File: config.mk
export PLATFORM = sky130hd
export DESIGN_NAME = lifo_fifo_top
export DESIGN_NICKNAME = d
export VERILOG_FILES = /design/src/rtl/lifo_fifo_top.sv
export SDC_FILE = /design/constraint.sdc
export NUM_CORES = 1
export LEC_CHECK = 0
export CAP_MARGIN = 5
export CORE_MARGIN = 3
export CORE_UTILIZATION = 25
export DETAILED_ROUTE_END_ITERATION = 12
export PLACE_DENSITY = 0.45
export SYNTH_ARGS = -nofsm -noshare
export SYNTH_HDL_FRONTEND = slang
export SYNTH_SLANG_ARGS = --single-unit
File: constraint.sdc
create_clock -name clk -period 4.85 [get_ports clk]
set_clock_uncertainty 0.05 [all_clocks]
set_input_delay 1.2125 -clock clk [delete_from_list [all_inputs] [get_ports clk]]
set_output_delay 1.2125 -clock clk [all_outputs]
set_load 0.1 [all_outputs]
File: src/rtl/lifo_fifo_top.sv
`timescale 1ns/1ps
// -----------------------------------------------------------------------------
// lifo_fifo_top
//
// Single-port-array storage that behaves as either a FIFO or a LIFO (stack).
// One opcode is accepted every clock: NOP, POP, PUSH, or PUSH+POP in the same
// cycle. Pop results are registered, so they appear one cycle after the
// opcode edge and are marked by a one-cycle data_valid pulse.
//
// The operating mode can only change while the store is empty and idle (NOP).
// This prevents entries written in one ordering discipline from being read
// back in the other. Both pointers are cleared whenever the mode flips.
//
// Parameters
//   DATA_WIDTH : width of one entry
//   DEPTH      : entry count, power of 2 in 2..256
//   CNT_WIDTH  : occupancy counter width, derived as log2(DEPTH)+1
//
// Ports
//   clk          : clock, all state updates on the rising edge
//   reset        : synchronous, active-high reset
//   vector_in    : [DATA_WIDTH+1:DATA_WIDTH] opcode, [DATA_WIDTH-1:0] push data
//   mode         : requested mode, 0 = FIFO, 1 = LIFO
//   data_out     : registered pop result (holds when no pop succeeds)
//   data_valid   : one-cycle pulse marking a new data_out
//   empty        : count == 0
//   full         : count == DEPTH
//   count        : current occupancy
//   overflow     : one-cycle pulse, push rejected because full
//   underflow    : one-cycle pulse, pop rejected because empty
//   mode_active  : mode currently in effect
// -----------------------------------------------------------------------------
module lifo_fifo_top #(
    parameter  int DATA_WIDTH = 8,
    parameter  int DEPTH      = 16,
    localparam int CNT_WIDTH  = $clog2(DEPTH) + 1
) (
    input  logic                  clk,
    input  logic                  reset,
    input  logic [DATA_WIDTH+1:0] vector_in,
    input  logic                  mode,
    output logic [DATA_WIDTH-1:0] data_out,
    output logic                  data_valid,
    output logic                  empty,
    output logic                  full,
    output logic [CNT_WIDTH-1:0]  count,
    output logic                  overflow,
    output logic                  underflow,
    output logic                  mode_active
);

    localparam int PTR_WIDTH = $clog2(DEPTH);

    typedef enum logic [1:0] {
        OP_NOP      = 2'b00,
        OP_POP      = 2'b01,
        OP_PUSH     = 2'b10,
        OP_PUSH_POP = 2'b11
    } op_t;

    typedef enum logic {
        MODE_FIFO = 1'b0,
        MODE_LIFO = 1'b1
    } mode_t;

    // -------------------------------------------------------------------------
    // State
    // -------------------------------------------------------------------------
    logic [DATA_WIDTH-1:0] mem [DEPTH];

    mode_t                 mode_q,       mode_d;
    logic [PTR_WIDTH-1:0]  rd_ptr,       rd_ptr_d;
    logic [PTR_WIDTH-1:0]  wr_ptr,       wr_ptr_d;
    logic [CNT_WIDTH-1:0]  count_d;
    logic [DATA_WIDTH-1:0] data_out_d;
    logic                  data_valid_d;
    logic                  overflow_d;
    logic                  underflow_d;

    // Storage write port, driven from the next-state logic
    logic                  mem_we;
    logic [PTR_WIDTH-1:0]  mem_waddr;

    // -------------------------------------------------------------------------
    // Input decode
    // -------------------------------------------------------------------------
    op_t                   op;
    logic [DATA_WIDTH-1:0] push_data;
    logic                  push_req;
    logic                  pop_req;
    logic                  pop_ok;
    logic                  push_ok;
    logic [PTR_WIDTH-1:0]  top_ptr;
    logic [PTR_WIDTH-1:0]  rd_addr;

    assign op        = op_t'(vector_in[DATA_WIDTH+1:DATA_WIDTH]);
    assign push_data = vector_in[DATA_WIDTH-1:0];
    assign push_req  = (op == OP_PUSH) || (op == OP_PUSH_POP);
    assign pop_req   = (op == OP_POP)  || (op == OP_PUSH_POP);

    // Flags come from the count register alone, never from the pointers,
    // because in FIFO mode rd_ptr == wr_ptr for both empty and full.
    assign empty = (count == '0);
    assign full  = (count == CNT_WIDTH'(DEPTH));

    // A pop needs data. A push needs a free slot, unless a pop in the same
    // cycle frees one; that lets PUSH+POP proceed when full.
    assign pop_ok  = pop_req && !empty;
    assign push_ok = push_req && (!full || pop_ok);

    // Top of stack sits one below wr_ptr. At full, wr_ptr has wrapped to 0,
    // so the modulo subtraction lands on DEPTH-1 as required.
    assign top_ptr = wr_ptr - PTR_WIDTH'(1);
    assign rd_addr = (mode_q == MODE_LIFO) ? top_ptr : rd_ptr;

    assign mode_active = mode_q;

    // -------------------------------------------------------------------------
    // Next-state logic
    // -------------------------------------------------------------------------
    always_comb begin
        // NOTE: every signal gets a default before any branch, so no path
        // leaves one unassigned and no latch is inferred.
        mode_d       = mode_q;
        rd_ptr_d     = rd_ptr;
        wr_ptr_d     = wr_ptr;
        count_d      = count;
        data_out_d   = data_out;
        data_valid_d = 1'b0;
        overflow_d   = push_req && !push_ok;
        underflow_d  = pop_req && empty;
        mem_we       = 1'b0;
        mem_waddr    = wr_ptr;

        if (pop_ok) begin
            data_out_d   = mem[rd_addr];
            data_valid_d = 1'b1;
        end

        unique case (mode_q)
            MODE_FIFO: begin
                if (pop_ok) begin
                    rd_ptr_d = rd_ptr + PTR_WIDTH'(1);
                end
                if (push_ok) begin
                    mem_we    = 1'b1;
                    mem_waddr = wr_ptr;
                    wr_ptr_d  = wr_ptr + PTR_WIDTH'(1);
                end
            end

            MODE_LIFO: begin
                if (push_ok && pop_ok) begin
                    // Replace the top entry in place; the old value is read
                    // out this cycle, so the stack height does not move.
                    mem_we    = 1'b1;
                    mem_waddr = top_ptr;
                end else if (push_ok) begin
                    mem_we    = 1'b1;
                    mem_waddr = wr_ptr;
                    wr_ptr_d  = wr_ptr + PTR_WIDTH'(1);
                end else if (pop_ok) begin
                    wr_ptr_d  = top_ptr;
                end
            end

            default: ;
        endcase

        if (push_ok && !pop_ok) begin
            count_d = count + CNT_WIDTH'(1);
        end else if (pop_ok && !push_ok) begin
            count_d = count - CNT_WIDTH'(1);
        end

        // The mode may only change while empty and idle. Clearing both
        // pointers gives the new discipline a clean starting point.
        if (op == OP_NOP && empty && mode_t'(mode) != mode_q) begin
            mode_d   = mode_t'(mode);
            rd_ptr_d = '0;
            wr_ptr_d = '0;
        end
    end

    // -------------------------------------------------------------------------
    // Control and output registers
    // -------------------------------------------------------------------------
    always_ff @(posedge clk) begin
        // NOTE: sequential state uses non-blocking assignments only, so every
        // register samples the pre-edge values computed above.
        if (reset) begin
            mode_q     <= MODE_FIFO;
            rd_ptr     <= '0;
            wr_ptr     <= '0;
            count      <= '0;
            data_out   <= '0;
            data_valid <= 1'b0;
            overflow   <= 1'b0;
            underflow  <= 1'b0;
        end else begin
            mode_q     <= mode_d;
            rd_ptr     <= rd_ptr_d;
            wr_ptr     <= wr_ptr_d;
            count      <= count_d;
            data_out   <= data_out_d;
            data_valid <= data_valid_d;
            overflow   <= overflow_d;
            underflow  <= underflow_d;
        end
    end

    // -------------------------------------------------------------------------
    // Storage array
    // -------------------------------------------------------------------------
    // NOTE: the array has no reset. Stale contents are never visible, because
    // a read only happens when count says the slot holds a live entry.
    always_ff @(posedge clk) begin
        if (!reset && mem_we) begin
            mem[mem_waddr] <= push_data;
        end
    end

endmodule

==> results of run 1 <==
tightest hold or removal path, delay by kind of cell (launching register included):
family | cells | cell delay, ns
flip-flops | 1 | 0.35
XOR/XNOR | 1 | 0.07
AND/OR/NAND/NOR | 1 | 0.07
sequential cells by signal, summed over array words and instances (netlist names):
signal       cells
count            5
mem            128
underflow        1
mode_active      1
rd_ptr           4
data_valid       1
data_out         8
overflow         1
wr_ptr           4
worst paths after layout:
check                                from         to  slack, ns  cells past startpoint
worst min-delay path            rd_ptr[3]  rd_ptr[3]       0.48                      2
worst max-delay path             count[0]      empty       0.78                      3
worst max register to register   count[0]  mem[5][6]       1.34                      9
worst min register to register  rd_ptr[3]  rd_ptr[3]       0.48                      2
synthesized netlist by cell type (12+ instances only):
| library cell | n |
|---|---|
| edfxtp_1 | 128 |
| o21ai_0 | 104 |
| nor2_1 | 82 |
| nor2b_1 | 34 |
| clkbuf_1 | 31 |
| o22ai_1 | 31 |
| a31oi_1 | 25 |
| dfxtp_1 | 25 |
| nand2_1 | 17 |
| nor3_1 | 16 |
| a2bb2o_1 | 13 |
| a21oi_1 | 12 |
per-stage QoR:
step / std cells / util / total power (uW)
2_1_floorplan: 632 / - / 2815
3_3_place_gp: 1015 / 0.2868 / 3295
3_5_place_dp: 1015 / 0.2868 / 3323
4_1_cts: 1047 / 0.3074 / 4615
5_1_grt: 1047 / 0.3074 / 4813
6_report: 1047 / 0.3074 / 4592
cells by family (layout without fill, tap and decap cells):
family	count (synthesis)	after routing	share of synthesized area
muxes	5	5	0.007444
xor gates and xnor gates	19	19	0.02357
buffers and inverters	51	94	0.02907
AOI/OAI and AO/OA	216	216	0.1861
adders and majority gates	11	11	0.02056
DFF	153	153	0.6154
and+or+nand+nor	177	177	0.1179
final cells by class:
| class | count | area share |
|---|---|---|
| Tap cell | 372 | 0.05541 |
| Inverter | 9 | 0.004021 |
| Clock buffer | 18 | 0.05109 |
| Timing Repair Buffer | 53 | 0.05660 |
| Multi-Input combinational cell | 428 | 0.2995 |
| Clock inverter | 14 | 0.01609 |
| Sequential cell | 153 | 0.5173 |
cells in the final DEF (no fill, tap or decap), types with 3 or more instances in the layout:
cell               n
edfxtp_1         128
o21ai_0          104
nor2_1            81
nor2b_1           34
o22ai_1           31
clkdlybuf4s50_1   31
a31oi_1           25
dfxtp_1           24
buf_4             22
nand2_1           17
clkbuf_16         17
nor3_1            16
a2bb2o_1          13
xor2_1            11
a21oi_1           11
nand3_1           10
ha_1              10
a211oi_1           9
inv_1              8
xnor2_1            8
inv_6              5
nand2b_1           4
o211ai_1           4
o21ai_1            4
nor4_1             3
nor2_2             3
mux2i_1            3
o221ai_1           3
clkinv_2           3
power groups by stage:
stage	Combinational, uW	Sequential (uW)	Clock [uW]
5_1_grt	1840	1600	1370
3_5_place_dp	1700	1620	0
2_1_floorplan	867	1950	0
3_3_place_gp	1680	1620	0
6_report	1710	1590	1290
4_1_cts	1710	1590	1310
metal layers:
metal	share of wire	vias to the layer above
li1	-	2416
met1	0.46	2630
met2	0.46	203
met3	0.068	13
met4	0.0084	0
met5	0	-
==> results.py, run 1 <==
metrics = {
    "power": {
        "switchingPower_uw": 1870,
        "powerDensity_nw_per_um2": 546.7,
        "clockPowerShare": 0.281,
        "sw_frac_of_total": 0.4072,
        "p_comb_frac": 0.372,
        "ir_worst_vdd_mv": 0.2789,
        "leakage_uw": 0.002695,
        "p_int_uw": 2722,
        "p_seq_frac": 0.347,
    },
    "final_layout": {
        "regArea_um2": 4345,
        "final_area_um2": 8401,
        "drive_above_1_share": 0.09630,
        "nNetsFinal": 686,
        "areaGrowthSynthToFinish_pct": 19.00,
        "n_fill_cell": 2791,
        "n_antenna_cell": 0,
        "multi_input_area_um2": 2516,
    },
    "clock_network": {
        "ctsHoldBuffers": 0,
        "cts_sinks": 153,
        "cts_max_path_buffers": 2,
        "root_buffer": "clkbuf_16",
        "clock_latency_ns": 0.43,
        "path_clk_slew_ns": 0.06,
        "cts_resized": 0,
        "cts_tree": "built",
        "cts_max_level": 4,
        "cts_setup_buffers": 0,
        "cts_buffers": 17,
    },
    "detailed_routing": {
        "drtAntennaViolNets": 0,
        "wirelength_mm": 20.79,
        "vias": 5262,
        "vias_per_cell": 5.026,
        "drc": 0,
        "wire_per_inst_um": 19.85,
        "dr.first_iter.drc_count": 557,
        "drtPass1Iterations": 6,
    },
    "synth": {
        "synth.area.top_cells": "edfxtp_1 54%, o21ai_0 7.4%, dfxtp_1 7.1%, nor2_1 4.4%, nor2b_1 3.0%",
        "ys_seq_elements": 153,
        "synth_top_area_frac": 0.5445,
        "synth_area_um2": 7059,
        "synth_cell_types": 47,
        "seq_area_frac_synth": 0.6154,
        "yosysWarnings": 0,
        "ys_async_sr_fraction": 0,
        "syn_inst": 632,
        "synth_fp_nets": 656,
        "yosysTopAreaCell": "edfxtp_1",
        "syn_avg_cell_area_um2": 11.17,
        "ys.flop_type": "edfxtp_1",
        "synth_edf_count": 128,
    },
    "timing": {
        "hold_ws_ns": 0.4784,
        "setup_viol": 0,
        "finalMaxSlewViolations": 0,
        "setup_tns_ns": 0,
        "period_needed_ns": 4.070,
        "worstMarginPinSlew_ns": 0.9871,
        "max_freq_ghz": 0.2457,
        "hold_violations": 0,
        "fin_ws_ns": 0.7797,
        "period_share": 0.8392,
        "relSlewSlack": 0.3399,
        "rsz0062_at_grt": "false",
    },
    "global_route": {
        "gr-usage-met3": 0.03713,
        "met1_usage": 0.1900,
        "use_met2": 0.2134,
        "antenna_found_initial": 0,
        "grt_overflow_total": 0,
        "grt_util_all_layers": 0.1366,
        "grt_max_degree": 65,
        "top_usage_layer": "met2",
        "grt_first_pass_wirelength_mm": 31.49,
        "grt_pass1_vias": 5059,
    },
    "placement": {
        "dpl_cell_area_um2": 7836,
        "dp_hpwl_mm": 12.56,
        "pre_cts_slack_ns": 0.5290,
        "io_buffers": 31,
        "place.gp.congestion": 0.7836,
    },
    "worst_hold_path": {
        "hold_class": "reg2reg",
    },
    "critical_path": {
        "path_class": "reg2out",
        "critPathTopFamily": "buffers and inverters",
        "arrival_ns": 2.81,
        "cpPeakStageDelay_ns": 1.14,
        "cp_data_required_time_ns": 3.59,
        "crit_path_end_kind": "output port",
        "crit_path_cell_trace": "or4_1 > nor2_1 > clkdlybuf4s50_1",
        "slowest_stage": "clkdlybuf4s50_1",
        "setup.worst_path.start_class": "flop",
        "crit_path_max_fanout": 7,
        "critPathBufInv": 1,
    },
    "floorplanning": {
        "die_w_um": 174.0,
        "start_util": 0.2583,
        "design.core.area_um2": 27330,
        "io_pins": 32,
        "num_rows": 60,
        "dieArea_um2": 30290,
        "fp.dieH_um": 174.0,
    },
    "outcome": {
        "outcome": "finished clean",
    },
    "job": {
        "cap_violations": 0,
    },
}
Power figures use the tool's default switching activity.
==> run 2: changes to the inputs <==
clock period = 4.3 ns   (was 4.85 ns; I/O delays follow)
==> run 2 against run 1 <==
  * Combinational power is 12% higher
  * Largest power group unchanged
  * Sequential power is 13% higher
  * First-iteration DRC count is 11% lower
  * Die area stayed put
  * Hold slack worse by 0.015 ns
  * Register-to-register slack worse by 0.45 ns
  * Total power is 16% higher
==> results.py, run 2 (synthesis gave the netlist of run 1 again) <==
metrics = {
    "outcome": {
        "outcome": "finished clean",
    },
    "detailed_routing": {
        "wirelength_mm": 20.39,
        "drc": 0,
        "vias": 5202,
        "wire_per_inst_um": 19.22,
        "dr.first_iter.drc_count": 493,
        "drtAntennaViolNets": 0,
        "vias_per_cell": 4.903,
        "drtPass1Iterations": 5,
    },
    "final_layout": {
        "top_regs": "mem (128), data_out (8), count (5)",
        "nNetsFinal": 700,
        "n_antenna_cell": 0,
        "final_cell_mix": "128 x edfxtp_1, 104 x o21ai_0, 81 x nor2_1",
        "n_fill_cell": 2795,
        "largest_reg_flops": 128,
        "drive_above_1_share": 0.1205,
        "final_common_cell": "edfxtp_1",
        "top_register": "mem",
        "final_area_um2": 8572,
        "areaGrowthSynthToFinish_pct": 21.43,
    },
    "clock_network": {
        "ctsHoldBuffers": 0,
        "path_clk_slew_ns": 0.07,
        "clock_latency_ns": 0.43,
        "cts_max_path_buffers": 2,
        "cts_buffers": 17,
        "cts_resized": 0,
        "root_buffer": "clkbuf_16",
        "cts_max_level": 4,
        "cts_setup_buffers": 0,
        "cts_tree": "built",
        "cts_sinks": 153,
    },
    "timing": {
        "max_freq_ghz": 0.2841,
        "worstMarginPinSlew_ns": 1.103,
        "period_share": 0.8187,
        "period_needed_ns": 3.520,
        "setup_tns_ns": 0,
        "hold_violations": 0,
        "rsz0062_at_grt": "false",
        "setup_viol": 0,
        "relSlewSlack": 0.2647,
        "finalMaxSlewViolations": 0,
    },
    "global_route": {
        "antenna_found_initial": 0,
        "grt_first_pass_wirelength_mm": 31.18,
        "grt_max_degree": 68,
        "grt_overflow_total": 0,
        "grt_pass1_vias": 5250,
        "grt_util_all_layers": 0.1359,
    },
    "worst_hold_path": {
        "min_from": "data_out[6]",
        "whs_path_depth": 2,
        "min_to": "data_out[6]",
        "hold_class": "reg2reg",
    },
    "critical_path": {
        "crit_path_cell_trace": "clkdlybuf4s50_1 > nand2b_1 > o21ai_0 > inv_1 > ha_1 > inv_1 > ha_1 > nor2b_1 > o21a_1 > or3_1 > a21oi_1 > xnor2_1 > nor2_1",
        "setup.worst_path.start_class": "primary input",
        "slowest_stage": "clkdlybuf4s50_1",
        "regToRegStartpoint": "count[0]",
        "r2r_slack_ns": 0.89,
        "cp_data_required_time_ns": 4.56,
        "crit_path_end_kind": "flop",
        "path_class": "in2reg",
        "cpPeakStageDelay_ns": 0.42,
        "crit_path_max_fanout": 4,
        "reg2reg_depth": 12,
        "arrival_ns": 3.78,
        "r2r-end": "count[4]",
    },
    "floorplanning": {
        "num_rows": 60,
        "start_util": 0.2583,
        "fp.dieH_um": 174.0,
        "io_pins": 32,
        "design.core.area_um2": 27330,
        "dieArea_um2": 30290,
        "die_w_um": 174.0,
    },
    "power": {
        "powerDensity_nw_per_um2": 622.2,
        "ir_worst_vdd_mv": 0.2886,
        "leakage_uw": 0.002816,
        "finalPower_uw": 5333,
    },
    "placement": {
        "io_buffers": 31,
        "place.gp.congestion": 0.8482,
        "dpl_cell_area_um2": 7934,
        "dp_hpwl_mm": 12.79,
    },
    "job": {
        "cap_violations": 0,
    },
}
==> run 2: report_power, final <==
| part | leakage (uW) | internal [uW] | switching, uW |
|---|---|---|---|
| registers | 0.00136 | 1700 | 84.4 |
| logic | 0.00114 | 564 | 1350 |
| clock network | 0.000318 | 989 | 645 |
| total | 0.00282 | 3250 | 2080 |
==> run 2: routing by layer <==
layer,part of all wire,GRT usage,vias to the layer above
met5,0,0,-
met4,0.014,0.04390,0
met3,0.051,0.03429,19
met2,0.46,0.2136,139
met1,0.47,0.1837,2592
li1,-,-,2452
==> run 2: area by class of cell <==
type | count | area [um^2] | area share
Clock buffer | 17 | 425.4 | 0.04963
Clock inverter | 15 | 212.7 | 0.02481
Inverter | 9 | 33.78 | 0.003941
Multi-Input combinational cell | 428 | 2516 | 0.2935
Sequential cell | 153 | 4345 | 0.5069
Tap cell | 372 | 465.4 | 0.05430
Timing Repair Buffer | 67 | 573.1 | 0.06685
==> run 2: worst max-delay path by stage <==
stage,from,slack (ns),to
final,vector_in[8],0.78,count[4]
after CTS,vector_in[8],0.81,count[4]
after floorplan,count[0],0.45,empty
after global routing,vector_in[8],0.58,count[4]
after detailed placement,vector_in[8],0.37,count[4]
after global placement,vector_in[8],0.42,count[4]
==> run 2: per-stage QoR <==
stage / hold WS, ns / instances / utilization / setup WS, ns
after floorplan: 0.4298 / 632 / - / 0.4520
after global placement: 0.4523 / 1029 / 0.2903 / 0.4173
after detailed placement: 0.4589 / 1029 / 0.2903 / 0.3728
after CTS: 0.4679 / 1061 / 0.3137 / 0.8100
after global routing: 0.4772 / 1061 / 0.3137 / 0.5811
final: 0.4629 / 1061 / 0.3137 / 0.7798
==> run 2: critical path: cells and delay by family <==
kind	cells	cell delay, ns
buffers and inverters	3	0.71
AND/OR/NAND/NOR	4	0.66
AO/OA/AOI/OAI	3	0.67
adder cells (fa/ha/maj)	2	0.52
XOR/XNOR	1	0.14
